==> src/rtl/debounce_pkg.sv <==
// Shared types and helpers for the push-button conditioner.
// Used by debounce_ch and debounce_bank.
package debounce_pkg;

  typedef enum logic [1:0] {
    IDLE,
    DB_PRESS,
    HELD,
    DB_RELEASE
  } db_state_e;

  // Bits needed to count 0..max(a,b)-1, never below one.
  function automatic int cnt_width(input int a, input int b);
    int m;
    m = (a > b) ? a : b;
    return (m <= 1) ? 1 : $clog2(m);
  endfunction

endpackage

==> src/rtl/debounce_ch.sv <==
// One button channel: synchroniser, debounce FSM,
// shared dwell counter and registered event pulses.
module debounce_ch
  import debounce_pkg::*;
#(
  parameter int DB_CYCLES   = 5000,
  parameter int LONG_CYCLES = 100000,
  parameter int SYNC_STAGES = 2
) (
  input  logic clk,
  input  logic rst,
  input  logic btn_in,
  output logic btn_level,
  output logic press_pulse,
  output logic release_pulse,
  output logic long_pulse
);

  localparam int CW = cnt_width(DB_CYCLES, LONG_CYCLES);
  localparam logic [CW-1:0] DB_LAST   = CW'(DB_CYCLES - 1);
  localparam logic [CW-1:0] LONG_LAST = CW'(LONG_CYCLES - 1);

  logic [SYNC_STAGES-1:0] sync;
  logic                   s;
  db_state_e              state;
  db_state_e              state_n;
  logic [CW-1:0]          cnt;
  logic [CW-1:0]          cnt_n;
  logic                   long_done;
  logic                   long_done_n;
  logic                   press_n;
  logic                   release_n;
  logic                   long_n;

  always_ff @(posedge clk or posedge rst) begin
    if (rst) sync <= '0;
    else     sync <= {sync[SYNC_STAGES-2:0], btn_in};
  end

  assign s = sync[SYNC_STAGES-1];

  always_comb begin
    state_n     = state;
    cnt_n       = cnt;
    long_done_n = long_done;
    press_n     = 1'b0;
    release_n   = 1'b0;
    long_n      = 1'b0;
    unique case (state)
      IDLE: begin
        cnt_n       = '0;
        long_done_n = 1'b0;
        if (s) state_n = DB_PRESS;
      end
      DB_PRESS: begin
        if (!s) begin
          state_n = IDLE;
        end else if (cnt < DB_LAST) begin
          cnt_n = cnt + 1'b1;
        end else begin
          state_n = HELD;
          cnt_n   = '0;
          press_n = 1'b1;
        end
      end
      HELD: begin
        if (!s) begin
          state_n = DB_RELEASE;
          cnt_n   = '0;
        end else begin
          if (cnt < LONG_LAST) cnt_n = cnt + 1'b1;
          if (cnt == LONG_LAST && !long_done) begin
            long_n      = 1'b1;
            long_done_n = 1'b1;
          end
        end
      end
      DB_RELEASE: begin
        // A bounce back to high resumes the hold; long_done survives it.
        if (s) begin
          state_n = HELD;
          cnt_n   = '0;
        end else if (cnt < DB_LAST) begin
          cnt_n = cnt + 1'b1;
        end else begin
          state_n   = IDLE;
          cnt_n     = '0;
          release_n = 1'b1;
        end
      end
      default: state_n = IDLE;
    endcase
  end

  always_ff @(posedge clk or posedge rst) begin
    if (rst) begin
      state         <= IDLE;
      cnt           <= '0;
      long_done     <= 1'b0;
      btn_level     <= 1'b0;
      press_pulse   <= 1'b0;
      release_pulse <= 1'b0;
      long_pulse    <= 1'b0;
    end else begin
      state         <= state_n;
      cnt           <= cnt_n;
      long_done     <= long_done_n;
      btn_level     <= (state_n == HELD) || (state_n == DB_RELEASE);
      press_pulse   <= press_n;
      release_pulse <= release_n;
      long_pulse    <= long_n;
    end
  end

endmodule

==> src/rtl/debounce_bank.sv <==
// Bank of independent debounced button channels for the
// lock front panel; one debounce_ch per button.
module debounce_bank
  import debounce_pkg::*;
#(
  parameter int N_CH        = 4,
  parameter int DB_CYCLES   = 5000,
  parameter int LONG_CYCLES = 100000,
  parameter int SYNC_STAGES = 2
) (
  input  logic            clk,
  input  logic            rst,
  input  logic [N_CH-1:0] btn_in,
  output logic [N_CH-1:0] btn_level,
  output logic [N_CH-1:0] press_pulse,
  output logic [N_CH-1:0] release_pulse,
  output logic [N_CH-1:0] long_pulse
);

  if (N_CH < 1)        begin : g_bad_nch  $error("N_CH must be >= 1");        end
  if (DB_CYCLES < 1)   begin : g_bad_db   $error("DB_CYCLES must be >= 1");   end
  if (LONG_CYCLES < 1) begin : g_bad_long $error("LONG_CYCLES must be >= 1"); end
  if (SYNC_STAGES < 2) begin : g_bad_sync $error("SYNC_STAGES must be >= 2"); end

  for (genvar i = 0; i < N_CH; i++) begin : g_ch
    debounce_ch #(
      .DB_CYCLES  (DB_CYCLES),
      .LONG_CYCLES(LONG_CYCLES),
      .SYNC_STAGES(SYNC_STAGES)
    ) u_ch (
      .clk          (clk),
      .rst          (rst),
      .btn_in       (btn_in[i]),
      .btn_level    (btn_level[i]),
      .press_pulse  (press_pulse[i]),
      .release_pulse(release_pulse[i]),
      .long_pulse   (long_pulse[i])
    );
  end

endmodule

==> config.mk <==
export PLATFORM = sky130hd
export DESIGN_NAME = debounce_bank
export DESIGN_NICKNAME = d
export VERILOG_FILES = /design/src/rtl/debounce_pkg.sv /design/src/rtl/debounce_ch.sv /design/src/rtl/debounce_bank.sv
export SDC_FILE = /design/constraint.sdc
export NUM_CORES = 1
export LEC_CHECK = 0
export CAP_MARGIN = 10
export CORE_MARGIN = 5
export CORE_UTILIZATION = 55
export DETAILED_ROUTE_END_ITERATION = 6
export GPL_TIMING_DRIVEN = 1
export PLACE_DENSITY = 0.79
export SYNTH_ARGS = -nofsm -noshare
export SYNTH_HDL_FRONTEND = slang
export SYNTH_SLANG_ARGS = --single-unit
==> constraint.sdc <==
create_clock -name clk -period 4.1 [get_ports clk]
set_clock_uncertainty 0.1 [all_clocks]
set_input_delay 0.41 -clock clk [delete_from_list [all_inputs] [get_ports clk]]
set_output_delay 0.41 -clock clk [all_outputs]
set_load 0.01 [all_outputs]
# --- After elaboration in Yosys (flattened, before gate mapping) ---
# Index checks and enable logic that the tools add are counted.
totals:
  in_bits: 6
  out_inout_bits: 16
  word_cells: 208
  regBits: 104
classes:
  n_addsub: 4
  order_cmp: 8
  n_mux: 96
  n_eq_ne: 40
  reduce_logical: 28
ops:
  columns: ["operator", "n"]
  rows:
  - ["$mux W17", 20]
  - ["$pmux W17 S4", 4]
  - ["$add A17 B1 Y17 const B", 4]
  - ["$eq A17 B17 Y1 const B", 4]
  - ["$lt A17 B13 Y1 const B", 4]
  - ["$lt A17 B17 Y1 const B", 4]
  - ["$mux W2", 24]
  - ["$mux W1", 40]
  - ["$eq A2 B2 Y1 const B", 16]
  - ["$pmux W2 S4", 4]
  - ["$ne A2 B1 Y1 const B", 12]
  - ["$ne A3 B3 Y1 const B", 4]
  - ["$reduce_and A3 Y1", 4]
  - ["$eq A2 B1 Y1 const B", 4]
  - ["$logic_not A2 Y1", 4]
  - ["$pmux W1 S2", 4]
  - ["$reduce_and A2 Y1", 4]
  - ["$reduce_bool A2 Y1", 4]
  - ["$logic_and A1 B1 Y1", 4]
  - ["$logic_not A1 Y1", 4]
  - ["$logic_or A1 B1 Y1", 4]

# --- Depth between registers and ports, before layout ---
# Gate-level depths: netlist of the first run.
logic_depth:
  depth_word: 6
  mapped_depth: 8
  ltp_nobuf: 6

# --- Hierarchy ---
# Synthesis of the first run repeated with hierarchy kept, for this count alone.
unflattened:
  hier_cells: 611
  hier_area_um2: 5790.6
modules_own_cells:
  columns: ["module", "cells_per_inst", "area_each_um2", "seq_area_each_um2", "instances"]
  rows:
  - ["debounce_ch (g_ch[0].u_ch ...)", 154, 1447.6, 650.6, 3]
  - ["debounce_ch (g_ch[3].u_ch)", 149, 1447.6, 650.6, 1]

# --- Worst setup path before layout of the first run ---
# No wires, ideal clock.
synth_path:
  kind: "reg2reg"
  from: "reg g_ch[2].u_ch.cnt[14]"
  to: "reg g_ch[2].u_ch.cnt[14]"
  setup_ns: 0.079
  synth_period_minus_slack_ns: 2.301
  arrival_time_ns: 2.122
  path_slack_ns: 1.799
  stages_incl_launch_ff: 7
  required_ns: 3.921
  n_path_buf: 1
  cell_sequence: "dfrtp_1 > or4_1 > o2111a_2 > a21o_1 > buf_6 > or4_1 > a21oi_1"
synth_between:
  elab_chain_cells: 4
  elab_cells_between_ends: 11
  cone_classes: "add/sub (1); order compare (2); eq/ne (1); mux (6); reduce/logical (1)"
synth_rtl:
  columns: ["element", "line_no", "text"]
  rows:
  - ["start: declaration", "debounce_ch.sv:27", "logic [CW-1:0] cnt;"]
  - ["start signal: assignment", "debounce_ch.sv:106", "cnt <= cnt_n;"]
  - ["$add A17 B1 Y17 / $lt A17 B13 Y1 (equally long branches)", null, null]
  - ["$mux W17 (on tied branches)", "debounce_ch.sv:58, debounce_ch.sv:83, debounce_ch.sv:71", null]
  - ["$mux W17 (on tied branches)", "debounce_ch.sv:80, debounce_ch.sv:56, debounce_ch.sv:67", null]
  - ["$pmux W17 S4", "debounce_ch.sv:49", "unique case (state)"]
# Parallel ways exist; a longest one is shown, timed or not. The select of a mux whose other input is x is not followed.
# A chain may end at the register's enable or synchronous reset.

# --- Worst setup path in the final report of the first run ---
layout_path:
  from: "reg g_ch[2].u_ch.cnt[14]"
  to: "reg g_ch[2].u_ch.cnt[10]"
layout_between:
  elab_chain_cells: 4
  elab_cells_between_ends: 8
  cone_classes: "order compare (2); eq/ne (1); mux (4); reduce/logical (1)"
layout_rtl:
  columns: ["element", "line_no"]
  rows:
  - ["$lt A17 B13 Y1", "debounce_ch.sv:58, debounce_ch.sv:83"]
  - ["$mux W17", "debounce_ch.sv:58, debounce_ch.sv:83"]
  - ["$mux W17 (on tied branches)", "debounce_ch.sv:80, debounce_ch.sv:56"]
  - ["$pmux W17 S4", "debounce_ch.sv:49"]
# Parallel ways exist; a longest one is shown, timed or not. The select of a mux whose other input is x is not followed.

==> metrics.csv, run 1 <==
stage;metric;value;unit
drt;DRC;0;
power;P per Cell Area;319;nW/µm²
power;share of power burned in registers;56.2;%
timing;RSZ-0062 raised after global routing;no;
worst_setup_path;flop2flop setup slack;1.27;ns
worst_setup_path;Worst setup EP type;register;
timing;Max Freq;353;MHz
logic_synthesis;sequential area share after synthesis;45.4;%
global_route;met1 global-route usage;25.5;%
clocking;H-Tree Depth;3;
power;Comb power frac;7.5;%
die;Die ar.;12600;µm²
power;P_leak;2.53;nW
drt;drt total wl;11900;µm
timing;final worst setup slack;1.27;ns
logic_synthesis;asr flop ratio synth;100;%
worst_setup_path;Crit Path Max Fanout;11;
logic_synthesis;Synth area leaders;dfrtp_1 45%, nor2_1 3.5%, nand2_1 3.3%;
timing;setup TNS;0;ns
logic_synthesis;Cell variety after synth;64;
die;Initial Utilization;56.0;%
finish;Area growth, synth to finish;7.53;%
timing;Worst Tran Pin Value;1.09;ns
logic_synthesis;Post-synth EDFFs;0;
logic_synthesis;top cells by count, synth;104 x dfrtp_1, 54 x nor2_1, 50 x nand2_1;
die;Chip Height;112;µm
global_route;met2 track demand over resource;32.8;%
finish;final non-filler cell total;758;
clocking;# Post-CTS Setup Buffers;0;
drt;Via Count;4792;
timing;Slew Limit Fails;0;
worst_setup_path;crit-path cells;nor4_1 > o2111ai_2 > a21oi_1 > o31ai_1 > o311ai_0;
finish;post-route cell area;6160;µm²
logic_synthesis;Syn Nets;630;
power;Net Sw Power;474;µW
global_route;GRT busiest layer;met2;
placement;hpwl dp;8320;µm
global_route;largest net degree at the start of global routing;58;
timing;Final Setup Violations;0;
worst_setup_path;CP peak stage delay;0.78;ns
timing;Fin. Hold Viols;0;
placement;RD Place Congestion;0.922;
logic_synthesis;Top FF cell, synth;dfrtp_1;
logic_synthesis;Synth Warn #;0;
logic_synthesis;Yosys top cell by area;dfrtp_1;
power;Peak VDD IR;0.209;mV
placement;Buffers on Ports;21;
worst_setup_path;WP data arrival;2.99;ns
logic_synthesis;top-area cell type share of the netlist area;45.4;%
drt;First-pass DRT Iterations;5;
timing;Tmin final;2.83;ns
die;IO Count;22;
clocking;post_cts resized;0;
logic_synthesis;Synth Cell Area;5730;µm²
timing;ratio of final minimum period to clock period;69.1;%
finish;layout cells sized above 1;6.59;%
clocking;TritonCTS clock tree;done;
global_route;first-pass GRT wire length;20900;µm
placement;pre-CTS setup slack;1.30;ns
worst_setup_path;Critical Path Source;g_ch[2].u_ch.cnt[14];
logic_synthesis;most numerous cell in the Yosys netlist;dfrtp_1;
power;clock power share;36.3;%
drt;remaining antenna violation count;0;
worst_setup_path;Crit path required time;4.26;ns
power;Sw Share;24.1;%
clocking;clock sink total;104;
worst_hold_path;worst hold path startpoint;g_ch[1].u_ch.sync[0];
worst_hold_path;worst min path class;register to register;
worst_setup_path;Slowest-stage cell, CP;a21oi_1;
drt;Routed WL per cell;15.7;µm
logic_synthesis;number of synthesized register bits;104;
clocking;clk buf depth;2;
die;Die Wd;112;µm
global_route;GRT met3 Usage;3.83;%
worst_hold_path;Hold EP;g_ch[1].u_ch.sync[1];
finish;layout net count;627;
finish;Antenna Cells;0;
clocking;Worst-Skew Late Latency;0.38;ns
worst_setup_path;worst reg2reg endpoint;g_ch[2].u_ch.cnt[10];
clocking;# hold bufs at CTS;0;
placement;Cells after DPL;742;
clocking;clk slew on worst S/H paths;0.09;ns
job;max cap viols;0;
worst_setup_path;Crit Path Category;register to register;
outcome;outcome;complete, no violations;
worst_setup_path;Reg2Reg Depth;5;
global_route;vias in the first global route;4563;
worst_setup_path;Reg-to-Reg Start;g_ch[2].u_ch.cnt[14];
timing;hold_ws;0.255;ns
logic_synthesis;Cells after Synth;620;
die;core area;10200;µm²
global_route;initial antenna violation count;0;
global_route;global route overflow;0;
drt;Via density;6.32;
die;Rows;37;
logic_synthesis;Avg Cell Area, Syn;9.24;µm²
drt;number of DRC markers in iteration 0;389;
clocking;TritonCTS buffer count;9;
timing;Slew headroom;26.4;%
power;Pint;1.49;mW
worst_setup_path;startpoint types;register;
worst_hold_path;hold-critical path depth;0;
placement;Placed Area;5930;µm²
clocking;CTS Root Cell;clkbuf_8;
global_route;GRT Total Usage;19.7;%
metal layers:
metal | vias to the layer above | routed length [µm]
met5 | - | 0
met4 | 0 | 214
met3 | 19 | 484
met2 | 131 | 5820
met1 | 2336 | 5370
li1 | 2306 | -
cell type report:
class / count / area (µm²)
multi-input combinational: 455 / 2830
clock inverter: 4 / 76.3
inverter: 21 / 81.3
fill: 873 / 4070
clock buffer: 12 / 155
tap: 136 / 170
timing repair buffer: 26 / 248
sequential: 104 / 2600
cell families after synthesis:
group	share of synthesized area (%)
buffers and inverters	5.22
XOR/XNOR	3.21
flip-flops	45.4
AND/OR/NAND/NOR	25.5
adder cells (fa/ha/maj)	0.873
multiplexers	1.94
AO/OA/AOI/OAI	17.8
worst max-delay path by stage:
| stage | depth (start not counted) | slack (ns) | end |
|---|---|---|---|
| after global placement | 5 | 1.48 | g_ch[2].u_ch.cnt[10] |
| after floorplan | 1 | 0.86 | g_ch[0].u_ch.btn_level |
| after detailed placement | 5 | 1.30 | g_ch[2].u_ch.cnt[10] |
| after global routing | 5 | 1.14 | g_ch[2].u_ch.cnt[10] |
| final | 5 | 1.27 | g_ch[2].u_ch.cnt[10] |
| after CTS | 5 | 1.31 | g_ch[3].u_ch.cnt[0] |
power by group through the flow:
stage	registers [mW]	clock network [mW]	logic [mW]
finish	1.11	0.714	0.147
CTS	1.11	0.741	0.148
global placement	1.12	0	0.139
global route	1.11	0.783	0.170
detailed placement	1.12	0	0.149
floorplan	1.11	0	0.116
worst max-delay path: cells and delay by family (launching register included):
kind,cells,cell delay (ns)
simple gates,1,0.49
flops,1,0.43
compound gates,4,1.70
registers in the layout (all words and copies together), names as in the netlist:
name and cells:
g_ch.u_ch.btn_level 4, g_ch.u_ch.cnt 68, g_ch.u_ch.long_done 4, g_ch.u_ch.long_pulse 4
g_ch.u_ch.press_pulse 4, g_ch.u_ch.release_pulse 4, g_ch.u_ch.state 8, g_ch.u_ch.sync 8
cells in the final DEF, fill, tap and decap left out, types with 3 or more instances in the layout:
master	count
o311ai_0	6
clkbuf_8	11
a2111oi_0	4
or3_1	11
nand3_1	28
and3_1	22
inv_1	20
xnor2_1	20
nand2b_1	7
or2_2	5
ha_1	4
o211ai_1	6
a221o_1	9
nor3_1	12
nor2_1	54
dfrtp_1	104
nor2b_1	5
nor3b_1	3
nor4b_1	3
mux2_2	9
nand2_1	50
clkdlybuf4s50_1	21
o31ai_1	10
and4_1	4
or4_1	10
buf_4	5
nand3b_1	5
o2bb2ai_1	3
a31oi_1	12
a211oi_1	8
nand4_1	16
nor4_1	25
and2_1	10
a22o_1	5
o21ai_0	33
a21oi_1	22
through the flow:
| stage | util [%] | power (mW) |
|---|---|---|
| 2_1_floorplan | - | 1.23 |
| 3_3_place_gp | 58.0 | 1.26 |
| 3_5_place_dp | 58.0 | 1.27 |
| 4_1_cts | 60.2 | 1.99 |
| 5_1_grt | 60.2 | 2.07 |
| 6_report | 60.2 | 1.97 |
No activity file was read; power rests on OpenSTA's default activity.
==> inputs of run 2 (changes only) <==
--- a/config.mk
+++ b/config.mk
@@ -10,7 +10,7 @@
 export CORE_UTILIZATION = 55
 export DETAILED_ROUTE_END_ITERATION = 6
 export GPL_TIMING_DRIVEN = 1
-export PLACE_DENSITY = 0.79
+export PLACE_DENSITY = 0.82
 export SYNTH_ARGS = -nofsm -noshare
 export SYNTH_HDL_FRONTEND = slang
 export SYNTH_SLANG_ARGS = --single-unit
==> constraint.sdc (replaced) <==
create_clock -name clk -period 2.3 [get_ports clk]
set_clock_uncertainty 0.1 [all_clocks]
set_input_delay 0.23 -clock clk [delete_from_list [all_inputs] [get_ports clk]]
set_output_delay 0.23 -clock clk [all_outputs]
set_load 0.01 [all_outputs]
==> run 2 against run 1 <==
  * Cell count grew 4.2%
  * Clock power grew 55%
  * Global-route usage grew 0.97 points
  * Critical path type unchanged
  * Via count grew 2.9%
  * Sequential power grew 77%
  * Register-to-register slack lost 1.3 ns
  * Critical endpoint is now g_ch[2].u_ch.cnt[14]
  * Combinational power grew 97%
  * Worst hold slack lost 0.15 ns
  * Critical path depth is the same
  * Total power grew 72%
  * Routed wire length grew 4.6%
  * Sequential cell count is the same
  * Highest routed layer unchanged
==> metrics.csv, run 2 (synthesis gave the netlist of run 1 again) <==
stage;metric;value;unit;change
global_route;vias in the first global route;4885;;was 4563
drt;Via density;6.24;;was 6.32
timing;Fin. Hold Viols;0;;unchanged
timing;Final Setup Violations;0;;unchanged
worst_hold_path;worst min path class;input port to async pin;;was register to register
global_route;GRT Total Usage;20.7;%;was 19.7%
global_route;met1 global-route usage;25.3;%;was 25.5%
worst_setup_path;Crit Path Category;register to register;;unchanged
power;P per Cell Area;524;nW/µm²;was 319 nW/µm²
die;core area;10200;µm²;unchanged
die;Rows;37;;unchanged
job;max cap viols;0;;unchanged
timing;Worst Tran Pin Value;0.759;ns;was 1.09 ns
clocking;# hold bufs at CTS;0;;unchanged
global_route;GRT busiest layer;met2;;unchanged
outcome;outcome;complete, no violations;;unchanged
worst_setup_path;CP peak stage delay;0.52;ns;was 0.78 ns
placement;pre-CTS setup slack;-0.0608;ns;was 1.30 ns
finish;Top Registers;g_ch.u_ch.cnt x68, g_ch.u_ch.state x8, g_ch.u_ch.sync x8;;unchanged
worst_setup_path;Reg2Reg Depth;5;;unchanged
worst_setup_path;WP data arrival;2.52;ns;was 2.99 ns
worst_setup_path;Reg-to-Reg Start;g_ch[2].u_ch.cnt[14];;unchanged
die;Die Wd;112;µm;unchanged
clocking;TritonCTS buffer count;9;;unchanged
clocking;clock sink total;104;;unchanged
finish;Most flops, register;g_ch.u_ch.cnt;;unchanged
timing;RSZ-0062 raised after global routing;yes;;was no
clocking;Worst-Skew Late Latency;0.39;ns;was 0.38 ns
finish;Antenna Cells;0;;unchanged
timing;Tmin final;2.29;ns;was 2.83 ns
worst_setup_path;startpoint types;register;;unchanged
drt;remaining antenna violation count;0;;unchanged
worst_setup_path;Crit path required time;2.52;ns;was 4.26 ns
drt;drt total wl;12400;µm;was 11900 µm
drt;DRC;0;;unchanged
global_route;initial antenna violation count;0;;unchanged
finish;most frequent cells in the layout;103 x dfrtp_1, 54 x nor2_1, 49 x nand2_1, 35 x buf_4, 32 x o21ai_0;;was 104 x dfrtp_1, 54 x nor2_1, 50 x nand2_1, 33 x o21ai_0, 28 x nand3_1
timing;Max Freq;436;MHz;was 353 MHz
power;Peak VDD IR;0.398;mV;was 0.209 mV
timing;Slew Limit Fails;0;;unchanged
worst_setup_path;Crit Path Max Fanout;7;;was 11
timing;ratio of final minimum period to clock period;99.8;%;was 69.1%
finish;Largest register FFs;68;;unchanged
global_route;largest net degree at the start of global routing;53;;was 58
clocking;CTS Root Cell;clkbuf_8;;unchanged
drt;number of DRC markers in iteration 0;402;;was 389
placement;RD Place Congestion;0.940;;was 0.922
global_route;first-pass GRT wire length;21700;µm;was 20900 µm
worst_setup_path;flop2flop setup slack;0.006;ns;was 1.27 ns
worst_setup_path;Worst setup EP type;register;;unchanged
clocking;H-Tree Depth;3;;unchanged
placement;hpwl dp;8730;µm;was 8320 µm
clocking;clk buf depth;2;;unchanged
drt;Via Count;4933;;was 4792
power;P_leak;2.69;nW;was 2.53 nW
global_route;global route overflow;0;;unchanged
finish;Area growth, synth to finish;12.4;%;was 7.53%
clocking;clk slew on worst S/H paths;0.11;ns;was 0.09 ns
finish;layout cells sized above 1;12.8;%;was 6.59%
timing;setup TNS;0;ns;unchanged
finish;layout net count;659;;was 627
die;Initial Utilization;56.0;%;unchanged
worst_setup_path;crit-path cells;or4_1 > o2111a_2 > a21o_1 > or4_1 > a21oi_1;;was nor4_1 > o2111ai_2 > a21oi_1 > o31ai_1 > o311ai_0
die;Chip Height;112;µm;unchanged
worst_setup_path;most used cell, CP;or4_1;;
clocking;TritonCTS clock tree;done;;unchanged
die;IO Count;22;;unchanged
drt;Routed WL per cell;15.7;µm;about the same
die;Die ar.;12600;µm²;unchanged
finish;commonest non-fill, non-tap cell in the layout;dfrtp_1;;unchanged
placement;Buffers on Ports;21;;unchanged
drt;First-pass DRT Iterations;5;;unchanged
timing;Slew headroom;49.2;%;was 26.4%
timing;final worst setup slack;0.00565;ns;was 1.27 ns
global_route;met2 track demand over resource;35.2;%;was 32.8%
worst_setup_path;worst reg2reg endpoint;g_ch[2].u_ch.cnt[14];;was g_ch[2].u_ch.cnt[10]
worst_setup_path;Slowest-stage cell, CP;or4_1;;was a21oi_1
global_route;GRT met3 Usage;4.96;%;was 3.83%
## run 2: cell count changes in the layout (fill, tap and decap cells not counted), moves of 2 or more
cell,delta
o31ai_2,+2
a211oi_2,+2
inv_8,+2
a211oi_1,-2
clkbuf_8,-2
buf_12,+2
bufinv_16,-2
buf_4,+30
o31ai_1,-2
clkinv_4,+2
## run 2: power by group
part | switching [mW] | leakage [nW] | total (mW) | internal [mW]
Combinational | 0.169 | 1.18 | 0.289 | 0.119
Clock | 0.697 | 0.0938 | 1.11 | 0.418
Sequential | 0.0845 | 1.41 | 1.97 | 1.89
Total | 0.950 | 2.69 | 3.38 | 2.43
## run 2: metrics by stage
stage               hold WS (ns)  power, mW  cell area (µm²)  utilization (%)  std cells
floorplan                  0.161       2.18             5730                -        620
global placement           0.231       2.27             6180             60.4        772
detailed placement         0.237       2.29             6180             60.4        772
CTS                        0.104       3.42             6380             62.3        788
global route               0.132       3.55             6440             63.0        790
finish                     0.106       3.38             6440             63.0        790
## run 2: worst max-delay path by stage
stage,slack [ns],end,startpoint,cells after the start
2_1_floorplan,0.02,g_ch[2].u_ch.cnt[14],g_ch[2].u_ch.cnt[14],6
6_report,0.006,g_ch[2].u_ch.cnt[14],g_ch[2].u_ch.cnt[14],5
4_1_cts,0.02,g_ch[2].u_ch.cnt[14],g_ch[2].u_ch.cnt[14],5
5_1_grt,-0.02,g_ch[2].u_ch.cnt[14],g_ch[2].u_ch.cnt[14],5
3_5_place_dp,-0.06,g_ch[0].u_ch.cnt[14],g_ch[0].u_ch.cnt[5],6
3_3_place_gp,0.04,g_ch[0].u_ch.cnt[10],g_ch[0].u_ch.cnt[5],6
## run 2: timing repair
action                                  CTS  global route
endpoints found under the setup margin   15            36
setup buffers                             0             2
gates resized for setup                   1            13
endpoints found under the hold margin     0             0
pin swaps                                 0             4
## run 2: layout make-up
| class | count | area [µm²] |
|---|---|---|
| flip-flops and latches | 104 | 2600 |
| clock buffers | 9 | 124 |
| multi-input cells | 455 | 2890 |
| fillers | 822 | 3790 |
| clock inverters | 7 | 65.1 |
| well taps | 136 | 170 |
| repair buffers | 58 | 513 |
| inverters | 21 | 82.6 |
## run 2: metal layers
layer  up-vias  routed length, µm
met5         -                  0
met4         0                240
met3        30                540
met2       121               6260
met1      2414               5390
li1       2368                  -
## run 2: critical path: cells and delay by family, from the launching register on
| kind | cells | cell delay (ns) |
|---|---|---|
| flops | 1 | 0.43 |
| simple gates | 2 | 1.03 |
| compound gates | 3 | 0.67 |
